**src/rtl/fp_exp_pkg.sv**
```systemverilog
// rtl/fp_exp_pkg.sv - float32 field widths, canonical constants and operand classes
package fp_exp_pkg;
  localparam int FP_EXP_W  = 8;
  localparam int FP_FRAC_W = 23;
  localparam int FP_BIAS   = 127;

  localparam logic [31:0]         FP_QNAN    = 32'h7FC00000;
  localparam logic [FP_EXP_W-1:0] FP_INF_EXP = 8'hFF;

  typedef enum logic [2:0] {ZERO, NORM, SUBN, INF, NAN} fp_cls_e;
endpackage

```
**src/rtl/fp_exp_scale_if.sv**
```systemverilog
// rtl/fp_exp_scale_if.sv - operand/result handshake bundle for fp_exp_scale
interface fp_exp_scale_if;
  logic        in_valid;
  logic        in_ready;
  logic [31:0] in_m;
  logic [9:0]  in_n;
  logic        out_valid;
  logic        out_ready;
  logic [31:0] out_data;
  logic        out_ovf;
  logic        out_unf;

  modport master (
    output in_valid, in_m, in_n, out_ready,
    input  in_ready, out_valid, out_data, out_ovf, out_unf
  );

  modport slave (
    input  in_valid, in_m, in_n, out_ready,
    output in_ready, out_valid, out_data, out_ovf, out_unf
  );
endinterface

```
**src/rtl/fp_lzc24.sv**
```systemverilog
// rtl/fp_lzc24.sv - 24-bit leading-zero counter (24 when the input is zero)
module fp_lzc24 (
  input  logic [23:0] a,
  output logic [4:0]  cnt
);
  always_comb begin
    cnt = 5'd24;
    // Ascending scan: the highest set bit is the last to write cnt.
    for (int i = 0; i < 24; i++) begin
      if (a[i]) cnt = 5'(23 - i);
    end
  end
endmodule

```
**src/rtl/fp_exp_scale.sv**
```systemverilog
// rtl/fp_exp_scale.sv - float32 m * 2^n, 2-stage pipeline; FP_EXP_SUBNORM_EN enables subnormal in/out
module fp_exp_scale
  import fp_exp_pkg::*;
(
  input  logic          CLK,
  input  logic          RST,
  fp_exp_scale_if.slave bus
);
  logic adv;

  logic                 s1_valid_q, s1_valid_d;
  fp_cls_e              s1_cls_q, s1_cls_d;
  logic                 s1_sign_q, s1_sign_d;
  logic [FP_FRAC_W-1:0] s1_frac_q, s1_frac_d;
  logic [11:0]          s1_exp_q, s1_exp_d;

  logic        out_valid_q, out_valid_d;
  logic [31:0] out_data_q, out_data_d;
  logic        out_ovf_q, out_ovf_d;
  logic        out_unf_q, out_unf_d;

  logic [FP_EXP_W-1:0]  in_exp;
  logic [FP_FRAC_W-1:0] in_frac;
  logic [11:0]          n_ext;
  logic signed [11:0]   e2;
  logic [31:0]          res_data;
  logic                 res_ovf, res_unf;

  assign adv          = !out_valid_q || bus.out_ready;
  assign bus.in_ready = adv || RST;

  assign in_exp  = bus.in_m[30:23];
  assign in_frac = bus.in_m[22:0];
  assign n_ext   = {{2{bus.in_n[9]}}, bus.in_n};
  assign e2      = $signed(s1_exp_q);

`ifdef FP_EXP_SUBNORM_EN
  logic [4:0]  lzc;
  logic [23:0] sub_sig;
  logic [11:0] sh;
  logic [49:0] wide;
  logic [23:0] mant;
  logic        rnd;

  fp_lzc24 u_lzc (.a({1'b0, in_frac}), .cnt(lzc));
  assign sub_sig = {1'b0, in_frac} << lzc;
`endif

  // Stage 1: classify, exponent add, normalize subnormal operands.
  always_comb begin
    s1_valid_d = s1_valid_q;
    s1_cls_d   = s1_cls_q;
    s1_sign_d  = s1_sign_q;
    s1_frac_d  = s1_frac_q;
    s1_exp_d   = s1_exp_q;
    if (adv) begin
      s1_valid_d = bus.in_valid;
      s1_sign_d  = bus.in_m[31];
      s1_frac_d  = in_frac;
      s1_exp_d   = {4'b0, in_exp} + n_ext;
      if (in_exp == FP_INF_EXP) begin
        if (in_frac != '0) s1_cls_d = NAN;
        else               s1_cls_d = INF;
      end else if (in_exp != '0) begin
        s1_cls_d = NORM;
      end else if (in_frac == '0) begin
        s1_cls_d = ZERO;
      end else begin
`ifdef FP_EXP_SUBNORM_EN
        s1_cls_d  = SUBN;
        s1_frac_d = sub_sig[22:0];
        s1_exp_d  = 12'd1 - {7'b0, lzc} + n_ext;
`else
        s1_cls_d  = ZERO;
`endif
      end
    end
  end

  // Stage 2: saturate, denormalize with RNE, pack, flags.
  always_comb begin
    res_data = '0;
    res_ovf  = 1'b0;
    res_unf  = 1'b0;
`ifdef FP_EXP_SUBNORM_EN
    sh   = '0;
    wide = '0;
    mant = '0;
    rnd  = 1'b0;
`endif
    case (s1_cls_q)
      NAN:  res_data = FP_QNAN;
      INF:  res_data = {s1_sign_q, FP_INF_EXP, 23'b0};
      ZERO: res_data = {s1_sign_q, 31'b0};
      default: begin
        if (e2 >= 12'sd255) begin
          res_data = {s1_sign_q, FP_INF_EXP, 23'b0};
          res_ovf  = 1'b1;
        end else if (e2 >= 12'sd1) begin
          res_data = {s1_sign_q, s1_exp_q[7:0], s1_frac_q};
        end else begin
          res_data = {s1_sign_q, 31'b0};
          res_unf  = 1'b1;
`ifdef FP_EXP_SUBNORM_EN
          sh = 12'd1 - s1_exp_q;
          // Beyond 25 the whole significand sits below guard: rounds to zero.
          if (sh <= 12'd25) begin
            wide = {1'b1, s1_frac_q, 26'b0} >> sh[4:0];
            rnd  = wide[25] & ((|wide[24:0]) | wide[26]);
            mant = wide[49:26] + {23'b0, rnd};
            // A carry into bit 23 lands in the exponent LSB: exponent field 1.
            res_data = {s1_sign_q, 7'b0, mant};
            res_unf  = wide[25] | (|wide[24:0]);
          end
`endif
        end
      end
    endcase
  end

  always_comb begin
    out_valid_d = out_valid_q;
    out_data_d  = out_data_q;
    out_ovf_d   = out_ovf_q;
    out_unf_d   = out_unf_q;
    if (adv) begin
      out_valid_d = s1_valid_q;
      out_data_d  = res_data;
      out_ovf_d   = res_ovf;
      out_unf_d   = res_unf;
    end
  end

  always_ff @(posedge CLK) begin
    if (RST) begin
      s1_valid_q  <= 1'b0;
      s1_cls_q    <= ZERO;
      s1_sign_q   <= 1'b0;
      s1_frac_q   <= '0;
      s1_exp_q    <= '0;
      out_valid_q <= 1'b0;
      out_data_q  <= '0;
      out_ovf_q   <= 1'b0;
      out_unf_q   <= 1'b0;
    end else begin
      s1_valid_q  <= s1_valid_d;
      s1_cls_q    <= s1_cls_d;
      s1_sign_q   <= s1_sign_d;
      s1_frac_q   <= s1_frac_d;
      s1_exp_q    <= s1_exp_d;
      out_valid_q <= out_valid_d;
      out_data_q  <= out_data_d;
      out_ovf_q   <= out_ovf_d;
      out_unf_q   <= out_unf_d;
    end
  end

  assign bus.out_valid = out_valid_q;
  assign bus.out_data  = out_data_q;
  assign bus.out_ovf   = out_ovf_q;
  assign bus.out_unf   = out_unf_q;
endmodule

```
**src/flat_wrapper.sv**
```systemverilog
// flat-port wrapper written by rule: the top's interface ports become plain ports
module fp_exp_scale_flat import fp_exp_pkg::*;
  (CLK, RST, bus_in_valid, bus_in_m, bus_in_n, bus_out_ready, bus_in_ready, bus_out_valid, bus_out_data, bus_out_ovf, bus_out_unf);
  fp_exp_scale_if bus_i ();
  input  logic CLK;
  input  logic RST;
  input wire logic [$bits(bus_i.in_valid)-1:0] bus_in_valid;
  input wire logic [$bits(bus_i.in_m)-1:0] bus_in_m;
  input wire logic [$bits(bus_i.in_n)-1:0] bus_in_n;
  input wire logic [$bits(bus_i.out_ready)-1:0] bus_out_ready;
  output wire logic [$bits(bus_i.in_ready)-1:0] bus_in_ready;
  output wire logic [$bits(bus_i.out_valid)-1:0] bus_out_valid;
  output wire logic [$bits(bus_i.out_data)-1:0] bus_out_data;
  output wire logic [$bits(bus_i.out_ovf)-1:0] bus_out_ovf;
  output wire logic [$bits(bus_i.out_unf)-1:0] bus_out_unf;
  assign bus_i.in_valid = bus_in_valid;
  assign bus_i.in_m = bus_in_m;
  assign bus_i.in_n = bus_in_n;
  assign bus_i.out_ready = bus_out_ready;
  assign bus_in_ready = bus_i.in_ready;
  assign bus_out_valid = bus_i.out_valid;
  assign bus_out_data = bus_i.out_data;
  assign bus_out_ovf = bus_i.out_ovf;
  assign bus_out_unf = bus_i.out_unf;
  fp_exp_scale u_core (.CLK(CLK), .RST(RST), .bus(bus_i));
endmodule
```
**config.mk**
```make
export PLATFORM = sky130hd
export DESIGN_NAME = fp_exp_scale_flat
export DESIGN_NICKNAME = d
export VERILOG_FILES = /design/src/rtl/fp_exp_pkg.sv /design/src/rtl/fp_exp_scale_if.sv /design/src/rtl/fp_lzc24.sv /design/src/rtl/fp_exp_scale.sv /design/src/flat_wrapper.sv
export SDC_FILE = /design/constraint.sdc
export NUM_CORES = 1
export LEC_CHECK = 0
export CORE_MARGIN = 3
export CORE_UTILIZATION = 30
export CTS_BUF_LIST = sky130_fd_sc_hd__clkbuf_4
export DETAILED_ROUTE_END_ITERATION = 10
export GPL_TIMING_DRIVEN = 1
export PLACE_DENSITY_LB_ADDON = 0.12
export SLEW_MARGIN = 15
export SYNTH_ARGS = -nofsm -noshare
export SYNTH_HDL_FRONTEND = slang
export SYNTH_SLANG_ARGS = --single-unit
```
**constraint.sdc**
```tcl
create_clock -name CLK -period 2.8 [get_ports CLK]
set_input_delay 0.56 -clock CLK [delete_from_list [all_inputs] [get_ports CLK]]
set_output_delay 0.56 -clock CLK [all_outputs]
set_load 0.03 [all_outputs]
```
==> results of run 1 <==
## final cells by class
| cell class | instances | area [sq um] |
|---|---|---|
| multi-input cells | 286 | 1530 |
| repair buffers | 87 | 851 |
| well taps | 133 | 166 |
| fillers | 1040 | 5730 |
| inverters | 1 | 3.75 |
| clock buffers | 11 | 82.6 |
| clock inverters | 5 | 103 |
| flip-flops and latches | 74 | 1480 |
## critical path, stage by stage
cell	delay [ns]
clkdlybuf4s50_1	0.51
nor2b_4	0.05
nand2b_1	0.06
clkdlybuf4s50_1	0.67
## final timing paths
path / slack [ns] / to / cells after the start
hold reg to reg: 0.46 / u_core.bus.out_data[4] / 2
hold / removal: 0.46 / u_core.bus.out_data[4] / 2
setup / recovery: 0.38 / bus_in_ready / 4
setup reg to reg: 0.87 / u_core.bus.out_data[13] / 6
## cell families (layout without fill, tap and decap cells)
| family | Yosys count | in the layout | synth area share, % |
|---|---|---|---|
| xor+xnor | 6 | 6 | 1.68 |
| compound gates | 101 | 101 | 18.8 |
| flops | 74 | 74 | 47.4 |
| simple gates | 170 | 170 | 24.4 |
| fa+ha+maj | 9 | 9 | 3.84 |
| buf+inv | 27 | 104 | 3.92 |
## flip-flops by register name (all words and copies together), names as in the netlist
name                  count
u_core.bus.out_unf        1
u_core.bus.out_data      32
u_core.e2                11
u_core.bus.out_valid      1
u_core.s1_sign_q          1
u_core.bus.out_ovf        1
u_core.s1_frac_q         23
u_core.s1_cls_q           3
u_core.s1_valid_q         1
## per-stage QoR
step | instance area, sq um | hold WS (ns)
final | 4220 | 0.458
after global routing | 4220 | 0.478
after CTS | 4220 | 0.461
after detailed placement | 4040 | 0.443
after global placement | 4040 | 0.439
after floorplan | 3130 | 0.432
## power breakdown
group          internal (uW)  leakage (uW)  switching [uW]
logic                    188      0.000833             211
registers               1120      0.000609            42.7
clock network            472     0.0000987             366
## synthesized netlist by cell type, types with 6 or more instances
master	instances	area, sq um
nor2_1	13	48.8
nor3_1	6	30.0
nand3_1	28	140
clkbuf_1	15	56.3
nor4_1	8	50.1
a22oi_1	6	45.0
a21oi_1	66	330
nand2_1	98	368
a31oi_1	6	37.5
ha_1	8	100
dfxtp_1	74	1480
nand4_1	6	37.5
o21ai_0	8	40.0
## per-layer routing
layer	share of wire (%)	global-route usage, %	routed length (microns)	vias up
met5	0	0	0	-
met4	0.82	4.87	66	0
li1	-	-	-	1495
met2	48	23.4	3920	54
met1	47	18.7	3770	1330
met3	4.0	3.10	325	5
==> results by group, run 1 <==
Run status
  • Status: finished, final reports clean

Synthesis
  • Syn Nets: 442
  • Post-synth ARST share: 0%
  • Synth Area per Inst: 8.08 sq um
  • Mapped Cells: 387
  • Post-synth EDFFs: 0
  • Yosys Warn Count: 0
  • Synth cell types: 37
  • Main flop type after synthesis: dfxtp_1
  • Flops & latches, synth: 74
  • Post-synthesis cell area: 3130 sq um
  • Register area share after synthesis: 47.4%

STA
  • RSZ-0062 raised after global routing: false
  • Final hold violations: 0
  • Setup_tns: 0 ns
  • Fmax: 413 MHz
  • Max_slew headroom: 47.7%
  • Slew Limit Fails: 0
  • Crit share post-route: 86.5%
  • Setup Viol. Count Final: 0
  • Clock skew: 0.0157 ns
  • Final worst setup slack: 0.377 ns
  • Slew @ Worst Pin: 0.784 ns
  • Fin crit period: 2.42 ns

Floorplan
  • Die area: 11,700 sq um
  • Starting Density: 31.4%
  • Die extent in x: 108 microns
  • Row count: 36
  • Core area: 9950 sq um
  • I/O pin cnt: 82
  • Die Height: 108 microns

Critical path
  • Arr. time, crit path: 1.86 ns
  • Crit Path Category: input port to output pin
  • CP Max Fanout: 2
  • Worst reg2reg path startpoint: u_core.e2[9]
  • Worst setup EP type: output pin
  • WP data required: 2.24 ns
  • Startpoint type of the worst setup path: input port
  • Worst Setup SP: bus_out_ready

Global routing
  • Vias in the first global route: 2,840
  • Total GRT Usage: 14.3%
  • Antenna violations before repair: 0
  • Pin count of the biggest net entering global routing: 76
  • GRT overflow: 0
  • Global-route wire length before repair: 13,400 microns

Cells and area
  • Fin cells: 597
  • Final Core Density: 42.4%
  • Diode count: 0
  • Area grow syn2layout: 35.0%
  • Fraction of layout cells with a size suffix above 1: 6.47%
  • Most frequent cells in the layout: nand2_1 (98), clkdlybuf4s50_1 (80), dfxtp_1 (74)
  • Final #Nets: 514
  • Leading cell type in the layout, fill and taps excluded: nand2_1

Routing
  • Routed WL: 8080 microns
  • Vias per cell: 4.83
  • DR pass1 iterations: 5
  • DRT iter0 DRCs: 112
  • Vias: 2,884
  • Per-cell routed wire length: 13.5 microns
  • Post-route ant nets: 0
  • Remaining DRCs: 0

Min path
  • HP Class: flop to flop
  • Worst min-delay path startpoint: u_core.bus.out_data[4]

Pwr
  • Peak VDD IR: 0.230 mV
  • Power, Total: 2400 uW
  • P per Cell Area: 567 nW/um^2
  • Pleak: 0.00154 uW

CTS
  • CTS tree: done
  • Hold Buf Count CTS: 0
  • Max H-tree Level: 3
  • Worst-Skew Late Latency: 0.40 ns
  • TritonCTS Buffers: 9
  • Clk root buf: clkbuf_4
  • Sinks on Clock Net: 74
  • CTS max path bufs: 2
  • Post-CTS sizing: 0
  • Post-CTS Setup Inserts: 0
  • Clock Pin Slew Worst Setup and Hold Paths: 0.12 ns

Place
  • Placed Cells: 581
  • # port buffers: 81
  • Routability cong.: 0.795
  • Post-Place Worst Slack: 0.0499 ns
  • DP HPWL: 5670 microns

Flow run
  • Max Cap Viol: 0
Power figures use the tool's default switching activity.
==> inputs of run 2 (changes only) <==
--- a/config.mk
+++ b/config.mk
@@ -9,7 +9,7 @@
 export CORE_UTILIZATION = 30
 export CTS_BUF_LIST = sky130_fd_sc_hd__clkbuf_4
 export DETAILED_ROUTE_END_ITERATION = 10
-export GPL_TIMING_DRIVEN = 1
+export GPL_TIMING_DRIVEN = 0
 export PLACE_DENSITY_LB_ADDON = 0.12
 export SLEW_MARGIN = 15
 export SYNTH_ARGS = -nofsm -noshare
==> run 2 against run 1 <==
Net effect:
- worst hold slack is essentially flat
- sequential cell count is the same
- register-to-register slack gained 0.10 ns
- maximum frequency shrank 11%
- die area is the same
- largest power group unchanged
==> results by group, run 2 (synthesis gave the netlist of run 1 again) <==
Floorplan
  • Row count: 36 (unchanged)
  • Core area: 9950 sq um (unchanged)
  • Die area: 11,700 sq um (unchanged)
  • Starting Density: 31.4% (unchanged)
  • I/O pin cnt: 82 (unchanged)
  • Die extent in x: 108 microns (unchanged)
  • Die Height: 108 microns (unchanged)

Critical path
  • Crit-path max cell delay: 0.74 ns (+0.07 ns)
  • Worst Setup SP: RST
  • Worst reg2reg path startpoint: u_core.bus.out_valid
  • Worst-path cell chain: clkdlybuf4s50_1 > nand2b_1 > clkdlybuf4s50_1
  • End of the critical path: bus_in_ready
  • Crit-path slowest cell: clkdlybuf4s50_1
  • RR Endpoint: u_core.bus.out_data[16]
  • Worst setup EP type: output pin
  • Arr. time, crit path: 2.16 ns (+0.30 ns)
  • Worst path most repeated cell: clkdlybuf4s50_1
  • Startpoint type of the worst setup path: input port
  • CP Max Fanout: 13 (+11)
  • WP data required: 2.24 ns (about the same)
  • Register-to-Register Path Depth: 6 (unchanged)
  • Reg2Reg Setup Slack: 0.97 ns (+0.10 ns)
  • Crit Path Category: input port to output pin

Pwr
  • Clock power frac: 32.0% (-3.0 points)
  • Int Power: 1700 uW (-4.4%)
  • Peak VDD IR: 0.290 mV (+26%)
  • Switching Share: 26.7% (+0.83 points)
  • P per Cell Area: 545 nW/um^2 (-4.0%)
  • NetSw: 619 uW (-0.20%)
  • Pleak: 0.00155 uW (+0.51%)
  • Flop pwr share: 50.0% (+1.6 points)
  • Combinational fraction of design power: 18.0% (+1.3 points)

Min path
  • HP Class: flop to flop

Place
  • DP HPWL: 6850 microns (+21%)
  • # port buffers: 81 (unchanged)
  • Post-Place Worst Slack: -0.179 ns (-0.229 ns)
  • Routability cong.: 0.843 (+6.0%)

STA
  • Clock skew: 0.0160 ns (+0.000323 ns)
  • Max_slew headroom: 60.6% (+13 points)
  • Slew @ Worst Pin: 0.585 ns (-0.199 ns)
  • Crit share post-route: 97.2% (+11 points)
  • Setup Viol. Count Final: 0 (unchanged)
  • Slew Limit Fails: 0 (unchanged)
  • Fmax: 367 MHz (-11%)
  • Final hold violations: 0 (unchanged)
  • Fin crit period: 2.72 ns (+0.299 ns)
  • Setup_tns: 0 ns (unchanged)
  • RSZ-0062 raised after global routing: false
  • Final worst setup slack: 0.0782 ns (-0.299 ns)

Routing
  • DR pass1 iterations: 4 (-1)
  • DRT iter0 DRCs: 85 (-24%)
  • Vias: 2,987 (+3.6%)
  • Per-cell routed wire length: 14.5 microns (+7.2%)
  • Post-route ant nets: 0 (unchanged)
  • Routed WL: 8910 microns (+10%)
  • Vias per cell: 4.86 (+0.70%)
  • Remaining DRCs: 0 (unchanged)

Global routing
  • Vias in the first global route: 2,985 (+5.1%)
  • Antenna violations before repair: 0 (unchanged)
  • Global-route wire length before repair: 14,800 microns (+11%)
  • GRT overflow: 0 (unchanged)
  • Total GRT Usage: 16.2% (+1.9 points)
  • Pin count of the biggest net entering global routing: 16 (-79%)

Flow run
  • Max Cap Viol: 0 (unchanged)

Cells and area
  • Most frequent cells in the layout: nand2_1 (98), clkdlybuf4s50_1 (81), dfxtp_1 (74)
  • Leading cell type in the layout, fill and taps excluded: nand2_1
  • Number of flip-flops in the largest register: 32 (unchanged)
  • Final #Nets: 532 (+3.5%)
  • Diode count: 0 (unchanged)
  • Area grow syn2layout: 36.0%
  • # fillers: 1,077 (+3.6%)
  • Fraction of layout cells with a size suffix above 1: 5.82% (-0.64 points)

CTS
  • Sinks on Clock Net: 74 (unchanged)
  • Clk root buf: clkbuf_4
  • CTS tree: done
  • Clock Pin Slew Worst Setup and Hold Paths: 0.10 ns (-0.02 ns)
  • Post-CTS Setup Inserts: 0 (unchanged)
  • CTS max path bufs: 2 (unchanged)
  • Worst-Skew Late Latency: 0.41 ns (about the same)
  • Max H-tree Level: 3 (unchanged)
  • TritonCTS Buffers: 9 (unchanged)

Run status
  • Status: finished, final reports clean
==> run 2: cell count changes in the layout (fill, tap and decap cells not counted), moves of 2 or more <==
cell / before / now
clkbuf_1: 0 / 13
buf_2: 1 / 5
buf_6: 0 / 2
buf_4: 6 / 0
buf_1: 0 / 4
==> run 2: how the worst min path moves through the flow <==
stage	from	cells after the start	slack, ns	to
2_1_floorplan	u_core.s1_frac_q[0]	2	0.43	u_core.s1_frac_q[0]
3_3_place_gp	u_core.s1_frac_q[7]	2	0.44	u_core.s1_frac_q[7]
3_5_place_dp	u_core.bus.out_data[12]	2	0.44	u_core.bus.out_data[12]
4_1_cts	u_core.s1_frac_q[5]	2	0.46	u_core.s1_frac_q[5]
5_1_grt	u_core.bus.out_data[7]	2	0.47	u_core.bus.out_data[7]
6_report	u_core.bus.out_data[21]	2	0.46	u_core.bus.out_data[21]
==> run 2: power groups by stage <==
stage	clock (uW)	combinational (uW)	sequential, uW
after floorplan	0	204	1210
after global placement	0	416	1180
after detailed placement	0	420	1180
after CTS	763	421	1160
after global routing	815	461	1170
final	742	417	1160
==> run 2: cell type report <==
cell class / count / area (sq um) / area share, %
Buffer: 24 / 111 / 2.62
Clock buffer: 12 / 90.1 / 2.12
Clock inverter: 3 / 65.1 / 1.53
Inverter: 1 / 3.75 / 0.0883
Multi-Input combinational cell: 286 / 1520 / 35.8
Sequential cell: 74 / 1480 / 34.8
Tap cell: 133 / 166 / 3.91
Timing Repair Buffer: 81 / 811 / 19.1
==> run 2: repair_timing <==
item | 4_1_cts | 5_1_grt
resized for setup | 0 | 0
setup endpoints to repair | 1 | 0
endpoints found under the hold margin | 0 | 0
hold buffers | 0 | 0
==> run 2: critical path, delay by kind of cell <==
family / cells / cell delay (ns)
buffers and inverters: 2 / 1.42
AND/OR/NAND/NOR: 1 / 0.18
==> run 2: routing by layer <==
layer	wire, microns	vias to the layer above	track usage (%)
li1	-	1534	-
met1	4210	1384	20.8
met2	4250	63	27.2
met3	372	6	4.42
met4	80	0	3.52
met5	0	-	0
==> run 2: stage by stage <==
step	instance area [sq um]	utilization [%]	hold slack [ns]	std cells	power (uW)
final	4250	42.7	0.458	614	2320
after global routing	4250	42.7	0.474	614	2440
after CTS	4250	42.7	0.459	614	2340
after detailed placement	4110	41.2	0.444	601	1600
after global placement	4110	41.2	0.440	601	1600
after floorplan	3130	-	0.432	387	1420
